**config.mk**
```make
export PLATFORM = sky130hd
export DESIGN_NAME = prog_counter
export DESIGN_NICKNAME = d
export VERILOG_FILES = /design/src/rtl/prog_counter.sv
export SDC_FILE = /design/constraint.sdc
export NUM_CORES = 1
export LEC_CHECK = 0
export ABC_CLOCK_PERIOD_IN_PS = 2400
export CAP_MARGIN = 10
export CORE_ASPECT_RATIO = 0.9
export CORE_MARGIN = 2
export CORE_UTILIZATION = 50
export CTS_CLUSTER_DIAMETER = 150
export DETAILED_ROUTE_END_ITERATION = 8
export MAX_ROUTING_LAYER = met4
export PLACE_DENSITY_LB_ADDON = 0.25
export SLEW_MARGIN = 20
export SYNTH_ARGS = -nofsm -noshare
export SYNTH_HDL_FRONTEND = slang
export SYNTH_SLANG_ARGS = --single-unit
```
**constraint.sdc**
```tcl
create_clock -name clk -period 2.4 [get_ports clk]
set_input_delay 0.24 -clock clk [delete_from_list [all_inputs] [get_ports clk]]
set_output_delay 0.24 -clock clk [all_outputs]
set_load 0.02 [all_outputs]
```
**src/rtl/prog_counter.sv**
```systemverilog
`default_nettype none
// -----------------------------------------------------------------------------
// prog_counter : programmable up-counter (one-shot / auto-reload) with
//                pause/hold, terminal flags and a saturating period count.
// Revision     : 1.0
// -----------------------------------------------------------------------------
module prog_counter #(
  parameter int CNT_WIDTH = 4,
  parameter int PER_WIDTH = 8,
  parameter int DEF_MAX   = 3
) (
  input  logic                 clk,
  input  logic                 rst,
  input  logic                 start,
  input  logic                 stop,
  input  logic                 pause,
  input  logic                 mode,
  input  logic [CNT_WIDTH-1:0] cnt_max,
  output logic [CNT_WIDTH-1:0] count,
  output logic                 busy,
  output logic                 done_comb,
  output logic                 done_seq,
  output logic [PER_WIDTH-1:0] periods,
  output logic                 cfg_err
);

  localparam logic [CNT_WIDTH-1:0] C_CNT_ONE = CNT_WIDTH'(1);
  localparam logic [CNT_WIDTH-1:0] C_DEF_MAX = CNT_WIDTH'(DEF_MAX);
  localparam logic [PER_WIDTH-1:0] C_PER_ONE = PER_WIDTH'(1);

  typedef enum logic [1:0] {
    IDLE = 2'd0,
    RUN  = 2'd1,
    HOLD = 2'd2
  } state_t;

  state_t               state_q, state_d;
  logic [CNT_WIDTH-1:0] count_q, count_d;
  logic [CNT_WIDTH-1:0] max_q, max_d;
  logic                 mode_q, mode_d;
  logic [PER_WIDTH-1:0] periods_q, periods_d;
  logic                 cfg_err_q, cfg_err_d;
  logic                 done_seq_q;
  logic                 done_d;

  always_ff @(posedge clk or negedge rst) begin
    if (!rst) begin
      state_q    <= IDLE;
      count_q    <= '0;
      max_q      <= C_DEF_MAX;
      mode_q     <= 1'b0;
      periods_q  <= '0;
      cfg_err_q  <= 1'b0;
      done_seq_q <= 1'b0;
    end else begin
      state_q    <= state_d;
      count_q    <= count_d;
      max_q      <= max_d;
      mode_q     <= mode_d;
      periods_q  <= periods_d;
      cfg_err_q  <= cfg_err_d;
      done_seq_q <= done_d;
    end
  end

  // Priority: stop > start > pause > normal counting.
  always_comb begin
    state_d   = state_q;
    count_d   = count_q;
    max_d     = max_q;
    mode_d    = mode_q;
    periods_d = periods_q;
    cfg_err_d = 1'b0;
    if (stop) begin
      state_d = IDLE;
      count_d = '0;
    end else if (start) begin
      if (cnt_max != '0) begin
        max_d     = cnt_max;
        mode_d    = mode;
        count_d   = C_CNT_ONE;
        periods_d = '0;
        state_d   = RUN;
      end else begin
        cfg_err_d = 1'b1;
      end
    end else begin
      case (state_q)
        RUN: begin
          if (pause) begin
            state_d = HOLD;
          end else if (count_q >= max_q) begin
            if (periods_q != '1) begin
              periods_d = periods_q + C_PER_ONE;
            end
            if (mode_q) begin
              count_d = C_CNT_ONE;
            end else begin
              count_d = '0;
              state_d = IDLE;
            end
          end else begin
            count_d = count_q + C_CNT_ONE;
          end
        end
        HOLD: begin
          if (!pause) begin
            state_d = RUN;
          end
        end
        default: begin
          state_d = IDLE;
          count_d = '0;
        end
      endcase
    end
  end

  assign done_d    = (state_q == RUN) && (count_q == max_q);
  assign done_comb = done_d;
  assign done_seq  = done_seq_q;
  assign count     = count_q;
  assign busy      = (state_q != IDLE);
  assign periods   = periods_q;
  assign cfg_err   = cfg_err_q;

endmodule
`default_nettype wire

```
* After elaboration in Yosys (flattened, before gate mapping) *
Index checks and enable logic that the tools add are counted.

cells by class
  $lt $le $gt $ge = 1
  equality and inequality tests = 12
  add/sub/neg operators = 2
  muxes and demuxes = 24
  reduce and logical (&&, ||, !) cells = 10
  bitwise operators = 1

operators with widths
  kind                                                                   number
  8-bit 2-to-1 mux                                                       6
  4-bit 2-to-1 mux                                                       5
  2-bit 2-to-1 mux                                                       7
  5-bit != test, second input constant                                   2
  8-bit by 1-bit adder with 8-bit output, second input constant          1
  4-bit != test, second input constant                                   2
  8-bit != test, second input constant                                   1
  4-bit case mux with 2 select lines                                     1
  2-bit nonzero test                                                     4
  3-bit AND reduction                                                    2
  6-bit AND reduction                                                    1
  4-bit by 1-bit adder with 4-bit output, second input constant          1
  4-bit equality test                                                    1
  4-bit greater-or-equal comparator                                      1
  1-bit 2-to-1 mux                                                       4
  2-bit case mux with 2 select lines                                     1
  4-bit AND reduction                                                    1
  4-bit nonzero test                                                     1
  3-bit by 1-bit != test with 1-bit output, second input constant        1
  3-bit != test, second input constant                                   1
  2-bit by 1-bit equality test with 1-bit output, second input constant  1
  2-bit equality test, second input constant                             1
  2-bit by 1-bit != test with 1-bit output, second input constant        1
  2-bit != test, second input constant                                   1
  2 further kinds                                                        2

storage, ports and cells
  register bits = 21
  bits of input ports = 10
  word-level logic and storage cells = 57

* Longest topological paths before layout *
Gate-level depths: netlist (run 1).

  depth after elaboration = 6
  depth in mapped cells = 7
  gate-level depth less buffers = 7

* Worst setup path after synthesis (run 1) *
No wires, ideal clock.

  path kind = reg2reg
  start point = reg count_q[0], in the netlist count[0]
  end point = reg state_q[0]
  arrival time = 2135 ps
  path slack = 138 ps
  cell stages (with the launch flop) = 8
  library setup time = 128 ps
  path through = dfrtp_1 -> inv_1 -> ha_1 -> nand2b_4 -> a2111oi_4 -> o21ai_0 -> nand3_1 -> mux2_1

between the ends
  cells in the longest elaborated chain, start to end = 3

ends and longest elaborated chain
  what                               RTL line  text
  from (decl)                        38        logic [CNT_WIDTH-1:0] count_q, count_d;
  from (signal assigned)             57        count_q <= count_d;
  4-bit greater-or-equal comparator  92        end else if (count_q >= max_q) begin
  5-bit != test (no line)            n/a
  4-bit AND reduction (no line)      n/a
  to (signal assigned)               56        state_q <= state_d;
  to (decl)                          37        state_t state_q, state_d;

No other way between the ends.
A chain may end at the register's enable or synchronous reset.

* Final worst setup path (run 1) *
  start point = reg count_q[0], in the netlist count[0]
  end point = reg periods_q[7], in the netlist periods[7]

between the ends
  cells in the longest elaborated chain, start to end = 3

ends and longest elaborated chain
  what                               RTL line  text
  4-bit greater-or-equal comparator  92
  2-bit nonzero test (no line)       n/a
  6-bit AND reduction (no line)      n/a
  to (signal assigned)               60        periods_q <= periods_d;
  to (decl)                          41        logic [PER_WIDTH-1:0] periods_q, periods_d;

No other way between the ends.

==> flow_summary_export.csv, run 1 <==
group,metric,value,unit
cells_and_area,fill_cells,207,
sta,setup_viol,0,
cells_and_area,stdcell_area,1570,sq um
critical_path,critical_path_class,"flop to flop",
critical_path,arrival,2450,ps
synthesis,synth_compound_area_share,22.5,%
placement,dpl_cell_area,1540,sq um
power,p_seq_share,52.1,%
sta,fmax,448,MHz
outcome,status,"complete, no violations",
synthesis,synthArstFlopShare,100,%
synthesis,synth_seq_cells,21,
cells_and_area,final_common_cell,"clkdlybuf4s50_1",
sta,holdWs,258,ps
sta,rsz0062_at_grt,"false",
synthesis,yosysSeqAreaShare,42.6,%
die,die_y,51.2,um
power,leakagePower,0.714,nW
synthesis,synthMuxAreaShare,3.64,%
cts,clockRootBuffer,"clkbuf_4",
global_routing,grt_max_degree,22,
critical_path,end_kind,"flop",
routing,drt-total-wl,2.68,mm
cells_and_area,areaGrowthSynthToFinish,26.9,%
power,p_per_area,479,nW/um^2
power,power_switching,0.000228,W
routing,routedWlPerCell,14.9,um
cells_and_area,multi_input_area,664,sq um
sta,fin_skew,6.05,ps
placement,dp_cells,176,
sta,tightest_slew,554,ps
critical_path,cp_max_fo,9,
sta,slew_headroom,62.9,%
power,combPwrFrac,23.9,%
routing,drc,0,
power,p_int,0.000524,W
placement,dp_hpwl,2.04,mm
global_routing,track_usage,20.3,%
flow_run,maxCapViolations,0,
cts,tritoncts,"done",
synthesis,syn_inst,121,
sta,final-hold-violation-count,0,
cells_and_area,seqCellArea,528,sq um
die,die_width,56.5,um
die,pin_count,26,
power,ir_worst_vdd,0.000340,V
synthesis,yosys_warnings,0,
routing,antenna_left,0,
cells_and_area,n_antenna_cell,0,
cts,cts.clk_slew.worst_paths,130,ps
cells_and_area,drive_gt1_share,15.8,%
synthesis,yosys.area_share.simple,21.4,%
cells_and_area,most-common-layout-cells,"clkdlybuf4s50_1, dfrtp_1, nor2_1, nand2_1, inv_1",
synthesis,synth_edf_count,0,
cells_and_area,finalNonFillerCells,180,
global_routing,grt_pass1_wl,4.53,mm
hold_path,hp-class,"primary input to asynchronous set/reset pin",
routing,initialDrtViolationCount,21,
synthesis,synth_fa_ha_area_share,6.06,%
sta,period_share,93.0,%
cts,numCtsBuffers,3,
critical_path,cp.required,2610,ps
sta,fin_crit,2230,ps
cells_and_area,layout.nets,169,
cts,ctsLongestPathBuffers,2,
global_routing,antenna_found_initial,0,
routing,num_vias,1039,
synthesis,syn_area_per_cell,10.2,sq um
power,clockPowerShare,24.0,%
sta,drv_slew,0,
routing,firstDrtPassIters,4,
synthesis,synth-xor-area-share,0,%
synthesis,synth_top_family_by_area,"compound AO/OA/AOI/OAI gates",
sta,fin_setup_tns,0,ps
placement,port_buffers,25,
cts,htree_num_levels,1,
routing,via_per_inst,5.77,
global_routing,first_global_vias,996,
synthesis,ys.flop_type,"dfrtp_1",
die,die_area,2890,sq um
placement,gp_congestion,0.864,
die,row_count,17,
synthesis,synth_area,1240,sq um
critical_path,start_kind,"flop",
cts,clock-sinks,21,
cts,clk_latency,310,ps
synthesis,syn-num-nets,137,
global_routing,overflow,0,
die,start_util,51.5,%
die,core,2400,sq um
synthesis,yosysUniqueCellTypes,44,
power,p_sw_share,30.3,%
## synthesized netlist by cell type, types with 2 or more instances
cell type | instances | share of area, %
dfrtp_1 | 19 | 38
nand2_1 | 9 | 2.7
nor2_1 | 9 | 2.7
inv_1 | 7 | 2.1
ha_1 | 6 | 6.1
o21ai_0 | 6 | 2.4
a31oi_1 | 5 | 2.5
nand3_1 | 5 | 2.0
and3_1 | 4 | 2.0
a21oi_1 | 3 | 1.2
mux2_2 | 3 | 2.7
nor3_1 | 3 | 1.2
o21a_1 | 3 | 1.8
and3b_1 | 2 | 1.4
dfstp_2 | 2 | 4.2
nand4_1 | 2 | 1.0
nor2b_1 | 2 | 1.0
nor3b_1 | 2 | 1.2
o211ai_1 | 2 | 1.2
o21ai_1 | 2 | 0.81
or2_2 | 2 | 1.0
## state kept, by name, indices dropped and copies added, names as in the netlist
name      cells
done_seq      1
state_q       2
periods       8
mode_q        1
max_q         4
count         4
cfg_err       1
## worst paths after layout
path | to | cells past startpoint | slack, ps | from
max reg2reg | periods[7] | 7 | 170 | count[0]
max in group asynchronous | max_q[0] | 2 | 1870 | rst
min | max_q[2] | 2 | 260 | rst
min in group clk | max_q[1] | 3 | 480 | cnt_max[1]
max | periods[7] | 7 | 170 | count[0]
min reg2reg | max_q[1] | 2 | 520 | max_q[1]
## worst max-delay path: stages (launching register included)
cell	delay [ps]
dfrtp_1	420
inv_1	100
ha_1	310
nand2b_4	150
a2111oi_4	440
nor3_2	190
and2_1	210
a221o_1	310
## final cells by class
class | count | area share, %
Timing Repair Buffer | 30 | 18.5
Inverter | 7 | 1.67
Clock inverter | 1 | 0.318
Tap cell | 28 | 2.23
Sequential cell | 21 | 33.6
Multi-Input combinational cell | 90 | 42.3
Clock buffer | 3 | 1.43
## timing repair
| item | 4_1_cts | 5_1_grt |
|---|---|---|
| setup endpoints to repair | 0 | 3 |
| hold buffers | 0 | 0 |
| resized for setup | 0 | 1 |
| buffers inserted | 0 | 0 |
## power by group through the flow
stage / Sequential [W] / Clock [W] / Combinational (W)
6_report: 0.000392 / 0.000181 / 0.000180
3_3_place_gp: 0.000398 / 0 / 0.000174
5_1_grt: 0.000394 / 0.000195 / 0.000197
2_1_floorplan: 0.000403 / 0 / 0.000109
3_5_place_dp: 0.000399 / 0 / 0.000181
4_1_cts: 0.000392 / 0.000185 / 0.000181
## stage by stage
stage / setup WS (ps) / power, W / utilization (%)
2_1_floorplan: 138 / 0.000511 / -
3_3_place_gp: 213 / 0.000572 / 64.1
3_5_place_dp: 122 / 0.000579 / 64.1
4_1_cts: 36.2 / 0.000758 / 65.3
5_1_grt: 29.0 / 0.000787 / 65.4
6_report: 167 / 0.000752 / 65.4
## cells by family after synthesis
kind of cell / count (synthesis)
simple gates: 47
compound gates: 33
flops: 21
buf+inv: 10
fa+ha+maj: 6
mux: 4
## metal layers
metal / wire [um] / track usage, % / vias up
met2: 1180 / 31.0 / 24
met1: 1320 / 28.4 / 500
li1: - / - / 513
met5: 0 / - / -
met3: 158 / 3.80 / 2
met4: 22 / 4.76 / 0
Note: power is estimated with default switching activity, not from simulation.
==> inputs of run 2 (changes only) <==
==> constraint.sdc (replaced) <==
create_clock -name clk -period 2.4 [get_ports clk]
set_input_delay 0.24 -clock clk [delete_from_list [all_inputs] [get_ports clk]]
set_output_delay 0.24 -clock clk [all_outputs]
set_load 0.1 [all_outputs]
==> flow_summary_export.csv, run 2 (synthesis gave the netlist of run 1 again) <==
group,metric,value,unit
critical_path,cp.required,2600,ps
sta,rsz0062_at_grt,"false",
critical_path,crit_chain,"inv_1 > ha_1 > nand2b_4 > a2111oi_4 > o21ai_1 > nand3_1 > mux2_1",
cts,clockRootBuffer,"clkbuf_4",
placement,dp_hpwl,1.99,mm
routing,num_vias,1036,
sta,setup_viol,0,
cts,cts_resized,0,
hold_path,hp-class,"primary input to asynchronous set/reset pin",
sta,period_share,93.4,%
sta,fmax,446,MHz
cells_and_area,layout.nets,169,
routing,antenna_left,0,
die,core,2400,sq um
sta,tightest_slew,542,ps
cts,cts.clk_slew.worst_paths,110,ps
critical_path,rr_worst_depth,7,
critical_path,crit_start,"count[0]",
global_routing,antenna_found_initial,0,
critical_path,critical_path.slowest_cell,"dfrtp_4",
sta,fin_crit,2240,ps
routing,initialDrtViolationCount,22,
power,power,0.000795,W
cells_and_area,areaGrowthSynthToFinish,25.2,%
routing,via_per_inst,5.76,
die,row_count,17,
cells_and_area,n_antenna_cell,0,
cells_and_area,largest_register_ffs,8,
outcome,status,"complete, no violations",
die,die_area,2890,sq um
cts,numCtsBuffers,3,
cts,clk_latency,300,ps
critical_path,critical_path_class,"flop to flop",
critical_path,r2r_end,"state_q[0]",
cells_and_area,multi_input_area,667,sq um
global_routing,overflow,0,
cts,htree_num_levels,1,
sta,fin_setup_tns,0,ps
cts,clock-sinks,21,
sta,slew_headroom,63.7,%
sta,fin_skew,4.56,ps
die,pin_count,26,
critical_path,arrival,2440,ps
placement,gp_congestion,0.846,
routing,firstDrtPassIters,4,
critical_path,reg2reg_from,"count[0]",
sta,drv_slew,0,
cells_and_area,drive_gt1_share,28.9,%
power,ir_worst_vdd,0.000506,V
cells_and_area,seqCellArea,536,sq um
critical_path,r2r_slack,160,ps
die,start_util,51.5,%
global_routing,track_usage,20.1,%
cells_and_area,most-common-layout-cells,"buf_4, dfrtp_1, nand2_1, clkdlybuf4s50_1, nor2_1",
cts,cts_hold_buf,0,
routing,routedWlPerCell,14.0,um
sta,holdWs,271,ps
routing,drt-total-wl,2.52,mm
cts,tritoncts,"done",
placement,port_buffers,25,
global_routing,first_global_vias,954,
routing,drc,0,
cells_and_area,fill_cells,195,
cts,ctsLongestPathBuffers,2,
critical_path,cp_slowest_stage_delay,510,ps
power,p_per_area,513,nW/um^2
die,die_y,51.2,um
cells_and_area,final_common_cell,"buf_4",
global_routing,grt_max_degree,13,
flow_run,maxCapViolations,0,
critical_path,end_kind,"flop",
global_routing,grt_pass1_wl,4.40,mm
critical_path,start_kind,"flop",
sta,final-hold-violation-count,0,
power,leakagePower,0.720,nW
die,die_width,56.5,um
critical_path,cp_max_fo,4,
## run 2: cell count changes in the layout (fill, tap and decap cells not counted), sizes merged
cell	previous run	this run
dlymetal6s2s	1	0
clkdlybuf4s50	24	9
clkinv	1	0
buf	5	21
clkbuf	3	4
## run 2: area by class of cell
type                       instances  area share [%]
inverter                           7            1.69
timing repair buffer              30            16.8
multi-input combinational         90            43.0
sequential                        21            34.5
clock buffer                       4            1.69
tap                               28            2.26
## run 2: where the power goes
part | switching (W) | internal [W]
clock network | 0.000102 | 0.0000648
logic | 0.000147 | 0.0000878
registers | 0.0000152 | 0.000378
## run 2: worst max-delay path by stage
stage	slack [ps]	end
2_1_floorplan	3	periods[7]
3_3_place_gp	170	periods[7]
3_5_place_dp	80	state_q[0]
4_1_cts	60	state_q[0]
5_1_grt	6	state_q[0]
6_report	160	state_q[0]
## run 2: stage by stage
stage	utilization, %	area, sq um	cells	worst slack (ps)
after detailed placement	63.1	1520	175	81.1
after global placement	63.1	1520	175	167
after CTS	64.2	1540	179	59.2
final	64.5	1550	180	158
after floorplan	-	1250	121	2.55
after global routing	64.5	1550	180	6.42
## run 2: worst max-delay path, delay by kind of cell (launching register included)
kind	cells	cell delay, ps
compound gates	2	590
flops	1	510
mux	1	330
simple gates	2	310
fa+ha+maj	1	260
buf+inv	1	130
## run 2: metal layers
layer / track usage (%) / vias to the layer above / routed length, um / share of wire (%)
met1: 26.6 / 495 / 1210 / 48
met3: 6.08 / 2 / 104 / 4.1
met2: 31.8 / 21 / 1190 / 47
met5: - / - / 0 / 0
met4: 2.38 / 0 / 14 / 0.55
li1: - / 518 / - / -
## run 2: repair_timing
item / CTS / global route
buffers inserted: 0 / 1
endpoints found under the hold margin: 0 / 0
endpoints found under the setup margin: 0 / 2
==> inputs of run 3 (changes only) <==
CORE_MARGIN = default   (was 2)
==> flow_summary_export.csv, run 3 (synthesis gave the netlist of run 1 again) <==
group,metric,value,unit
cells_and_area,most-common-layout-cells,"buf_4, dfrtp_1, nand2_1, clkdlybuf4s50_1, nor2_1",
critical_path,cp.required,2600,ps
die,core,2260,sq um
die,die_area,2680,sq um
sta,fin_skew,3.49,ps
cts,numCtsBuffers,3,
sta,fin_crit,2250,ps
flow_run,maxCapViolations,0,
power,power,0.000809,W
die,row_count,16,
global_routing,antenna_found_initial,0,
routing,antenna_left,0,
global_routing,grt_max_degree,12,
hold_path,hp-class,"primary input to asynchronous set/reset pin",
sta,fin_setup_tns,0,ps
sta,slew_headroom,61.7,%
die,start_util,54.8,%
global_routing,grt_pass1_wl,4.59,mm
cts,clock-sinks,21,
cts,htree_num_levels,1,
sta,rsz0062_at_grt,"false",
die,die_width,54.5,um
cts,cts_hold_buf,0,
sta,drv_slew,0,
critical_path,cp_max_fo,4,
cells_and_area,drive_gt1_share,29.6,%
cells_and_area,layout.nets,169,
sta,tightest_slew,571,ps
sta,fmax,445,MHz
global_routing,first_global_vias,1000,
routing,drc,0,
sta,period_share,93.6,%
cts,ctsLongestPathBuffers,2,
routing,num_vias,1061,
placement,port_buffers,25,
cts,clk_latency,310,ps
power,leakagePower,0.721,nW
power,ir_worst_vdd,0.000486,V
outcome,status,"complete, no violations",
cts,cts.clk_slew.worst_paths,110,ps
power,p_per_area,521,nW/um^2
cts,tritoncts,"done",
cells_and_area,largest_register_ffs,8,
die,die_y,49.2,um
cts,clockRootBuffer,"clkbuf_4",
routing,routedWlPerCell,15.5,um
sta,final-hold-violation-count,0,
global_routing,overflow,0,
global_routing,track_usage,24.5,%
routing,drt-total-wl,2.77,mm
critical_path,end_kind,"flop",
die,pin_count,26,
cells_and_area,n_antenna_cell,0,
sta,setup_viol,0,
routing,initialDrtViolationCount,30,
critical_path,arrival,2440,ps
cells_and_area,final_common_cell,"buf_4",
cells_and_area,areaGrowthSynthToFinish,25.4,%
critical_path,critical_path_class,"flop to flop",
placement,dp_hpwl,2.13,mm
critical_path,start_kind,"flop",
routing,firstDrtPassIters,4,
placement,gp_congestion,0.857,
routing,via_per_inst,5.93,
==> run 3: cell counts in the layout (fill, tap and decap cells not counted) <==
No cell type changed its count.
==> run 3: timing repair <==
| action | CTS | global route |
|---|---|---|
| setup buffers | 0 | 1 |
| gates resized for setup | 0 | 1 |
| endpoints found under the setup margin | 0 | 3 |
==> run 3: path summary, 6_finish.rpt <==
kind                                 start          to  slack [ps]  cells past startpoint
worst max-delay path              count[0]  state_q[0]         150                      8
worst min-delay path                   rst    count[2]         270                      1
min in group clk                cnt_max[1]    max_q[1]         480                      3
worst max register to register    count[0]  state_q[0]         150                      8
worst min register to register    max_q[1]    max_q[1]         520                      2
max in group asynchronous              rst    max_q[1]        1500                      2
==> run 3: routing by layer <==
| metal | GRT usage [%] | part of all wire [%] | routed length [um] | up-vias |
|---|---|---|---|---|
| met4 | 5.56 | 1.1 | 30 | 0 |
| met5 | - | 0 | 0 | - |
| met2 | 35.0 | 46 | 1270 | 41 |
| met1 | 33.3 | 46 | 1280 | 502 |
| met3 | 8.41 | 6.9 | 191 | 6 |
| li1 | - | - | - | 512 |
==> run 3: metrics by stage <==
| stage | setup WS, ps | std cells | hold WS (ps) | utilization, % | instance area [sq um] |
|---|---|---|---|---|---|
| final | 154 | 179 | 266 | 68.6 | 1550 |
| after detailed placement | 88.2 | 174 | 512 | 67.0 | 1520 |
| after floorplan | 2.55 | 121 | -55.6 | - | 1250 |
| after CTS | 81.4 | 178 | 284 | 68.1 | 1540 |
| after global routing | 16.9 | 179 | 294 | 68.6 | 1550 |
| after global placement | 168 | 174 | 516 | 67.0 | 1520 |
==> run 3: power by group <==
| group | total [W] | internal (W) | switching (W) |
|---|---|---|---|
| combinational | 0.000243 | 0.0000886 | 0.000155 |
| clock | 0.000172 | 0.0000650 | 0.000107 |
| sequential | 0.000394 | 0.000378 | 0.0000154 |
| total | 0.000809 | 0.000532 | 0.000277 |
==> run 3: critical path: stages, from the launching register on <==
cell	delay, ps
dfrtp_4	510
inv_1	120
ha_1	260
nand2b_4	160
a2111oi_4	340
buf_4	200
o21ai_2	80
nand3_1	130
mux2_1	340
==> run 3: area by class of cell <==
class                           instances  area, sq um
Clock buffer                            4         26.3
Fill cell                             177          709
Inverter                                7         26.3
Multi-Input combinational cell         90          671
Sequential cell                        21          536
Tap cell                               27         33.8
Timing Repair Buffer                   30          260
